File: src/rtl/ym_wr_queue.sv
// ym_wr_queue
// Host-write queue between an asynchronous YM2151-style CPU bus and one or
// more jt51 cores. The bus write strobe is synchronised into ymclk. Each
// completed bus write is buffered in a DEPTH-entry FIFO. Writes are then
// replayed to the selected core(s) as one-cycle synchronous writes. Replays
// are spaced by a per-type busy gap: GAP after a data write, ADDR_GAP after
// an address write.
//
// Ports
//   ymclk, rst_n        core clock, asynchronous active-low reset
//   bus_cs_n[NCS]       asynchronous chip selects (several low = broadcast)
//   bus_wr_n, bus_a0    asynchronous write strobe and address/data select
//   bus_din[DW]         asynchronous write data
//   flush               synchronous FIFO clear, also aborts pacing
//   clr_ovf             clears the sticky overflow flag
//   core_wr_n           one-cycle active-low write to the cores
//   core_sel[NCS]       core select, non-zero only while core_wr_n=0
//   core_a0, core_dout  replayed a0/data, held after the pulse
//   fifo_level          occupancy, $clog2(DEPTH)+1 bits
//   fifo_full           level==DEPTH
//   overflow            sticky: a bus write was dropped
//   busy                FIFO non-empty or replay FSM not idle
module ym_wr_queue #(
  parameter int DW       = 8,
  parameter int DEPTH    = 16,
  parameter int NCS      = 1,
  parameter int GAP      = 64,
  parameter int ADDR_GAP = 2
) (
  input  logic                   ymclk,
  input  logic                   rst_n,
  input  logic [NCS-1:0]         bus_cs_n,
  input  logic                   bus_wr_n,
  input  logic                   bus_a0,
  input  logic [DW-1:0]          bus_din,
  input  logic                   flush,
  input  logic                   clr_ovf,
  output logic                   core_wr_n,
  output logic [NCS-1:0]         core_sel,
  output logic                   core_a0,
  output logic [DW-1:0]          core_dout,
  output logic [$clog2(DEPTH):0] fifo_level,
  output logic                   fifo_full,
  output logic                   overflow,
  output logic                   busy
);

  localparam int AW   = $clog2(DEPTH);
  localparam int LW   = AW + 1;
  localparam int EW   = NCS + 1 + DW;
  localparam int MAXG = (GAP > ADDR_GAP) ? GAP : ADDR_GAP;
  localparam int CW   = $clog2(MAXG);

  typedef enum logic [1:0] {ST_IDLE = 2'd0, ST_ISSUE = 2'd1, ST_WAIT = 2'd2} state_t;

  // ---- bus synchronisers and capture ----
  logic           strobe_n;
  logic           s1, s2, s3;
  logic [DW-1:0]  din_s1, din_s2, cap_din;
  logic           a0_s1, a0_s2, cap_a0;
  logic [NCS-1:0] sel_s1, sel_s2, cap_sel;
  logic           push;

  assign strobe_n = bus_wr_n | (&bus_cs_n);

  // Reset to 1 so that leaving reset never looks like a strobe rising edge.
  always_ff @(posedge ymclk or negedge rst_n) begin
    if (!rst_n) begin
      s1 <= 1'b1;
      s2 <= 1'b1;
      s3 <= 1'b1;
    end else begin
      s1 <= strobe_n;
      s2 <= s1;
      s3 <= s2;
    end
  end

  // The capture register tracks the bus while the strobe is low. It freezes
  // once the synchronised strobe rises, so the push sees the final values.
  always_ff @(posedge ymclk) begin
    din_s1 <= bus_din;
    din_s2 <= din_s1;
    a0_s1  <= bus_a0;
    a0_s2  <= a0_s1;
    sel_s1 <= ~bus_cs_n;
    sel_s2 <= sel_s1;
    if (!s2) begin
      cap_din <= din_s2;
      cap_a0  <= a0_s2;
      cap_sel <= sel_s2;
    end
  end

  assign push = s2 & ~s3;

  // ---- FIFO ----
  logic [EW-1:0]  mem [DEPTH];
  logic [AW-1:0]  wr_ptr, rd_ptr;
  logic [EW-1:0]  head;
  logic [NCS-1:0] head_sel;
  logic           head_a0;
  logic [DW-1:0]  head_dout;
  logic           empty, pop, wr_en, drop;
  logic [LW-1:0]  level_nxt;

  assign head      = mem[rd_ptr];
  assign head_sel  = head[EW-1 -: NCS];
  assign head_a0   = head[DW];
  assign head_dout = head[DW-1:0];
  assign empty     = (fifo_level == '0);

  // A pop in the same cycle frees a slot, so a push into a full FIFO still lands.
  assign wr_en = push & ~flush & (~fifo_full | pop);
  assign drop  = push & ~flush & fifo_full & ~pop;

  always_comb begin
    level_nxt = fifo_level;
    if (flush) begin
      level_nxt = '0;
    end else begin
      case ({wr_en, pop})
        2'b10:   level_nxt = fifo_level + LW'(1);
        2'b01:   level_nxt = fifo_level - LW'(1);
        default: level_nxt = fifo_level;
      endcase
    end
  end

  always_ff @(posedge ymclk) begin
    if (wr_en) begin
      mem[wr_ptr] <= {cap_sel, cap_a0, cap_din};
    end
  end

  // ---- replay FSM ----
  state_t        state, state_nxt;
  logic [CW-1:0] gap_cnt, gap_ld;

  always_ff @(posedge ymclk or negedge rst_n) begin
    if (!rst_n) begin
      state <= ST_IDLE;
    end else begin
      state <= state_nxt;
    end
  end

  always_comb begin
    state_nxt = state;
    if (flush) begin
      state_nxt = ST_IDLE;
    end else begin
      case (state)
        ST_IDLE:  if (!empty) state_nxt = ST_ISSUE;
        ST_ISSUE: state_nxt = ST_WAIT;
        ST_WAIT:  if (gap_cnt == '0) state_nxt = empty ? ST_IDLE : ST_ISSUE;
        default:  state_nxt = ST_IDLE;
      endcase
    end
  end

  // The pulse, the pop and the counter load share the edge that enters ISSUE.
  // ISSUE then lasts exactly one cycle, and the two-cycle minimum gap is
  // covered by ISSUE plus the final WAIT cycle, hence the -2.
  always_comb begin
    pop    = 1'b0;
    gap_ld = '0;
    if (state_nxt == ST_ISSUE) begin
      pop    = 1'b1;
      gap_ld = head_a0 ? CW'(GAP - 2) : CW'(ADDR_GAP - 2);
    end
  end

  // ---- registered state and outputs ----
  always_ff @(posedge ymclk or negedge rst_n) begin
    if (!rst_n) begin
      wr_ptr     <= '0;
      rd_ptr     <= '0;
      fifo_level <= '0;
      fifo_full  <= 1'b0;
      overflow   <= 1'b0;
      busy       <= 1'b0;
      gap_cnt    <= '0;
      core_wr_n  <= 1'b1;
      core_sel   <= '0;
      core_a0    <= 1'b0;
      core_dout  <= '0;
    end else begin
      if (flush) begin
        wr_ptr <= '0;
        rd_ptr <= '0;
      end else begin
        if (wr_en) wr_ptr <= wr_ptr + AW'(1);
        if (pop)   rd_ptr <= rd_ptr + AW'(1);
      end
      fifo_level <= level_nxt;
      fifo_full  <= (level_nxt == LW'(DEPTH));
      busy       <= (level_nxt != '0) || (state_nxt != ST_IDLE);

      // A drop takes priority, so a coincident clear cannot hide it.
      if (drop)         overflow <= 1'b1;
      else if (clr_ovf) overflow <= 1'b0;

      if (flush)                                  gap_cnt <= '0;
      else if (pop)                               gap_cnt <= gap_ld;
      else if (state == ST_WAIT && gap_cnt != '0) gap_cnt <= gap_cnt - CW'(1);

      core_wr_n <= ~pop;
      core_sel  <= pop ? head_sel : '0;
      if (pop) begin
        core_a0   <= head_a0;
        core_dout <= head_dout;
      end
    end
  end

endmodule

File: config.mk
export PLATFORM = sky130hd
export DESIGN_NAME = ym_wr_queue
export DESIGN_NICKNAME = d
export VERILOG_FILES = /design/src/rtl/ym_wr_queue.sv
export SDC_FILE = /design/constraint.sdc
export NUM_CORES = 1
export LEC_CHECK = 0
export BUFFER_PORTS_ARGS = -buffer_cell sky130_fd_sc_hd__clkbuf_2
export CORE_ASPECT_RATIO = 0.6
export CORE_MARGIN = 2
export CORE_UTILIZATION = 25
export CTS_CLUSTER_SIZE = 40
export DETAILED_ROUTE_END_ITERATION = 6
export SYNTH_ARGS = -nofsm -noshare
export SYNTH_HDL_FRONTEND = slang
export SYNTH_SLANG_ARGS = --single-unit
File: constraint.sdc
create_clock -name ymclk -period 3.9 [get_ports ymclk]
set_input_delay 0.39 -clock ymclk [delete_from_list [all_inputs] [get_ports ymclk]]
set_output_delay 0.39 -clock ymclk [all_outputs]
set_load 0.05 [all_outputs]
* Word-level counts from Yosys, hierarchy flattened *
Memory sizes are Yosys's and may differ from the RTL's.
Cells that the tools add are included.

operators by class
  add/sub/neg operators = 5
  multipliers = 0
  div/mod/pow operators = 0
  order comparisons = 0
  equal/unequal tests = 6
  shifts and indexed selects = 0
  multiplexer cells = 22
  bitwise gates (word level) = 12
  reductions and logical operators = 12

operator list
  operator                                              count
  2-to-1 mux 6 bit                                      5
  2-to-1 mux 4 bit                                      4
  case mux 5 bit (2 select lines)                       1
  adder 4 x 1 -> 4 bit (second input constant)          2
  nonzero test 2 bit                                    4
  2-to-1 mux 1 bit                                      7
  equality test 2 x 1 -> 1 bit (second input constant)  3
  logical NOT 6 bit                                     1
  2-to-1 mux 2 bit                                      3
  case mux 2 bit (3 select lines)                       1
  nonzero test 6 bit                                    1
  subtractor 6 x 1 -> 6 bit (second input constant)     1
  adder 5 x 1 -> 5 bit (second input constant)          1
  bitwise AND 1 bit                                     5
  equality test 5 bit (second input constant)           1
  logical NOT 5 bit                                     1
  2-to-1 mux 5 bit                                      1
  NOT 1 bit                                             5
  nonzero test 5 bit                                    1
  subtractor 5 x 1 -> 5 bit (second input constant)     1
  equality test 2 bit (second input constant)           2
  nonzero test 3 bit                                    1
  logical NOT 2 bit                                     1
  bitwise OR 1 bit                                      2
  2 further kinds                                       2

word-level totals
  bits in registers = 68
  bits in latches = 0
  RAM bits = 160
  bits in read-only memories = 0
  bits of input ports = 15
  output and inout bits = 19
  word-level logic and storage cells = 82
  memories = 1

memory list
  name  depth  bits a word  read ports  clocked after Yosys merged registers in  wr ports  RTL line  RTL
  mem   16     10           1           0                                        1         98        logic [EW-1:0] mem [DEPTH];

* Logic depth before layout (Yosys ltp) *
  depth after elaboration = 14
  gate-level depth with buffers = 17
  depth with buffers taken out = 15

* Worst setup path before layout *
OpenSTA, ideal clock, no wires.

  path kind = flip-flop to flip-flop
  start = register fifo_level[1]
  end = register busy
  library setup time = 139 ps
  arrival = 3818 ps
  data required time = 3761 ps
  setup slack = -56 ps
  stages on the path, launching flop included = 17
  buffers on the path = 3
  clock period less this slack = 3956 ps
  path through = dfrtp_1 > buf_2 > or2_0 > or4_4 > and3b_1 > buf_6 > o21ai_4 > ha_1 > clkbuf_1 > xor2_1 > ha_1 > inv_1 > a32oi_1 > a31oi_1 > xnor2_1 > nor2_1 > or4_1

between the ends
  word-level cells in the longest chain between the ends = 14
  elaborated cells on any way between the ends = 19
  those cells by class = add/sub: 2; eq/ne: 3; mux: 8; bitwise: 2; reduce/logical: 4

ends and longest elaborated chain
  item                                                                        RTL line  RTL
  from (decl)                                                                 42        output logic [$clog2(DEPTH):0] fifo_level,
  from (signal assigned)                                                      196       fifo_level <= level_nxt;
  logical NOT 5 bit                                                           111       assign empty = (fifo_level == '0);
  2-to-1 mux 1 bit                                                            156       ST_WAIT: if (gap_cnt == '0) state_nxt = empty ? ST_IDLE : ST_ISSUE;
  2-to-1 mux 2 bit                                                            156
  case mux 2 bit (3 select lines)                                             153       case (state)
  2-to-1 mux 2 bit                                                            150       if (flush) begin
  equality test 2 x 1 -> 1 bit                                                168       if (state_nxt == ST_ISSUE) begin
  2-to-1 mux 1 bit                                                            168
  bitwise OR 1 bit                                                            114       assign wr_en = push & ~flush & (~fifo_full | pop);
  bitwise AND 1 bit                                                           114
  equality test 2 x 1 -> 1 bit / equality test 2 bit (equally long branches)  122       case ({wr_en, pop})
  case mux 5 bit (2 select lines) *                                           122
  2-to-1 mux 5 bit *                                                          119       if (flush) begin
  via level_nxt[4]                                                            105       logic [LW-1:0] level_nxt;
  nonzero test 5 bit *                                                        198       busy <= (level_nxt != '0) || (state_nxt != ST_IDLE);
  logical OR 1 bit *                                                          198
  to (signal assigned)                                                        198
  to (decl)                                                                   45        output logic busy

The timed path passes the listed nets; every way through them passes the cells marked *.
A chain may end at the register's enable or synchronous reset.

* Worst setup path after layout *
Same ends and word-level chain as after synthesis.

==> impl_metrics.env <==
export IMPL_status="completed"
export IMPL_grt_max_degree=39
export IMPL_cts_resized=0
export IMPL_drt_pass1_iter_count=4
export IMPL_antenna_found_initial=0
export IMPL_vias_per_cell=4.28
export IMPL_critPathLaunch="fifo_level[1]"
export IMPL_initial_utilization_pct=25.7
export IMPL_p_int_mw=4.46
export IMPL_vdd_drop_max_v=0.000308
export IMPL_drc=0
export IMPL_overflow=0
export IMPL_arrival_ns=3.93
export IMPL_grt_pass1_wl_um=28000
export IMPL_cts_inserted_buffers=20
export IMPL_clock_root_buffer="clkbuf_16"
export IMPL_gp_congestion=0.796
export IMPL_ys_types=44
export IMPL_clk_path_buf_depth=3
export IMPL_final_nets=560
export IMPL_grt_usage_pct=10.2
export IMPL_tns_ns=0
export IMPL_fp_dieW_um=245
export IMPL_cts_tree="yes"
export IMPL_coreArea_sq_um=34000
export IMPL_cts_setup_buffers=0
export IMPL_area_growth_syn_to_layout_pct=17.7
export IMPL_wl_per_cell_um=18.1
export IMPL_postSynth_asyncResetShare_pct=16.7
export IMPL_swShare_pct=28.5
export IMPL_p_sw_mw=1.78
export IMPL_critPathMaxFanout=9
export IMPL_cp_end_kind="register"
export IMPL_clkSinkCount=228
export IMPL_tightestPinTransition_ns=0.920
export IMPL_cp_required_ns=4.29
export IMPL_leakagePower_nw=3.54
export IMPL_synth_seq_area_share_pct=74.0
export IMPL_fin_crit_sh_pct=90.7
export IMPL_syn_nets=506
export IMPL_cts_hold_buf=10
export IMPL_postSynthCellCount=482
export IMPL_min_period_ns=3.54
export IMPL_regArea_sq_um=6460
export IMPL_power_frac_seq_pct=46.7
export IMPL_numPortBuffers=33
export IMPL_path_class="reg -> reg"
export IMPL_numPlacedInstances=963
export IMPL_drive_gt1_share_pct=24.5
export IMPL_synth_ff_type="edfxtp_1"
export IMPL_avgSynthCellArea_sq_um=18.1
export IMPL_synth_edf_count=170
export IMPL_rsz0062_at_grt="no"
export IMPL_clk_pin_slew_worst_paths_ns=0.07
export IMPL_setup_violations_final=0
export IMPL_min_path_type="in -> reg"
export IMPL_drt_iter0_markers=444
export IMPL_rows=52
export IMPL_reg2reg_depth=13
export IMPL_die_h_um=149
export IMPL_comb_power_share_pct=18.6
export IMPL_worst_r2r_endpoint="busy"
export IMPL_netlist_area_sq_um=8730
export IMPL_p_clk_share_pct=34.7
export IMPL_multiInputGateArea_sq_um=2110
export IMPL_grt_pass1_vias=4363
export IMPL_min_path_cells=2
export IMPL_pin_count=34
export IMPL_r2r_slack_ns=0.36
export IMPL_cp_start_kind="register"
export IMPL_r2r_start="fifo_level[1]"
export IMPL_final_common_cell="edfxtp_1"
export IMPL_routed_wl_um=18300
export IMPL_hpwlAfterDp_um=11700
export IMPL_drv_slew=0
export IMPL_vias=4316
export IMPL_p_per_area_nw_per_um2=607
export IMPL_final_cell_mix="edfxtp_1, mux4_2, clkbuf_2, dfrtp_1, nand2_1"
export IMPL_worstHoldStart="bus_cs_n"
export IMPL_yosysWarnings=0
export IMPL_insertion_delay_ns=0.52
export IMPL_min_to="sel_s1"
export IMPL_ant_nets=0
export IMPL_cts_max_level=1
export IMPL_slew_headroom_pct=38.7
export IMPL_hold_viol=0
export IMPL_fillers=3306
export IMPL_layout_cells_non_filler=1009
export IMPL_die_area_sq_um=36500
export IMPL_fmax_mhz=283
export IMPL_antenna_cells=0
export IMPL_synth_seq_cells=228
export IMPL_drv_cap=0
export IMPL_fin_skew_ns=0.0246
## power by group through the flow
stage | clock network, mW | logic [mW] | registers [mW]
6_report | 2.17 | 1.16 | 2.91
4_1_cts | 2.21 | 1.17 | 2.91
2_1_floorplan | 0 | 0.696 | 3.10
5_1_grt | 2.32 | 1.27 | 2.94
3_3_place_gp | 0 | 1.15 | 2.96
3_5_place_dp | 0 | 1.16 | 2.96
## flip-flops by register name, indices dropped and copies added (netlist names), 2 cells and up
signal      cells
mem           160
core_dout       8
cap_din         8
gap_cnt         6
wr_ptr          4
state           2
din_s1          8
rd_ptr          4
din_s2          8
fifo_level      5
## Yosys cell counts (4+ instances only)
library cell	number	share of area, %
edfxtp_1	170	58
mux4_2	47	12
dfrtp_1	34	9.7
nand2_1	31	1.3
dfxtp_1	20	4.6
nor2_1	20	0.86
inv_1	16	0.69
clkbuf_1	14	0.60
and2_1	12	0.86
a21oi_1	9	0.52
ha_1	9	1.3
nor3_1	9	0.52
mux2i_1	8	0.92
nand3_1	7	0.40
and3_1	6	0.43
buf_2	6	0.34
o21ai_0	6	0.34
xor2_1	6	0.60
nand3b_1	5	0.43
xnor2_1	5	0.50
dfstp_2	4	1.2
or3_1	4	0.29
## metal layers
metal / wire [um] / up-vias / GRT usage (%)
met4: 252 / 0 / 1.74
li1: - / 1962 / -
met1: 9160 / 2208 / 16.4
met3: 1570 / 27 / 3.08
met5: 0 / - / 0
met2: 7290 / 119 / 13.4
## per-stage QoR
step	cell area [sq um]	hold WS (ns)	util [%]	setup slack, ns	power (mW)
global route	10300	0.0201	30.2	0.0692	6.53
floorplan	8730	0.0944	-	0.0177	3.79
global placement	9460	0.312	27.8	0.482	4.11
CTS	10300	0.0116	30.2	0.385	6.30
detailed placement	9460	0.313	27.8	0.442	4.12
finish	10300	0.0251	30.2	0.363	6.24
## critical path, stage by stage (launching register included)
cell,delay (ns)
dfrtp_1,0.47
or2_0,0.29
or4_4,0.46
and3b_1,0.33
o21ai_4,0.18
ha_1,0.21
xor2_1,0.16
ha_1,0.21
inv_1,0.05
a32oi_1,0.20
a31oi_1,0.12
xnor2_1,0.18
nor2_1,0.07
or4_1,0.46
## cells by family (layout without fill, tap and decap cells)
group | after synthesis | after routing | share of synthesized area, %
buffers and inverters | 39 | 107 | 1.85
flip-flops | 228 | 228 | 74.0
AND/OR/NAND/NOR | 111 | 111 | 6.49
XOR/XNOR | 11 | 11 | 1.10
AO/OA/AOI/OAI | 28 | 28 | 2.11
adder cells (fa/ha/maj) | 9 | 9 | 1.29
multiplexers | 56 | 56 | 13.2
## worst max-delay path by stage
stage	endpoint	slack, ns
6_report	busy	0.36
5_1_grt	busy	0.07
4_1_cts	busy	0.38
3_5_place_dp	busy	0.44
3_3_place_gp	busy	0.48
2_1_floorplan	busy	0.02
## cell type report
cell class | instances | share of cell area (%)
Clock buffer | 24 | 5.31
Clock inverter | 12 | 1.67
Inverter | 16 | 0.584
Multi-Input combinational cell | 215 | 20.5
Sequential cell | 228 | 62.9
Tap cell | 459 | 5.59
Timing Repair Buffer | 55 | 3.46
Power figures use the tool's default switching activity.
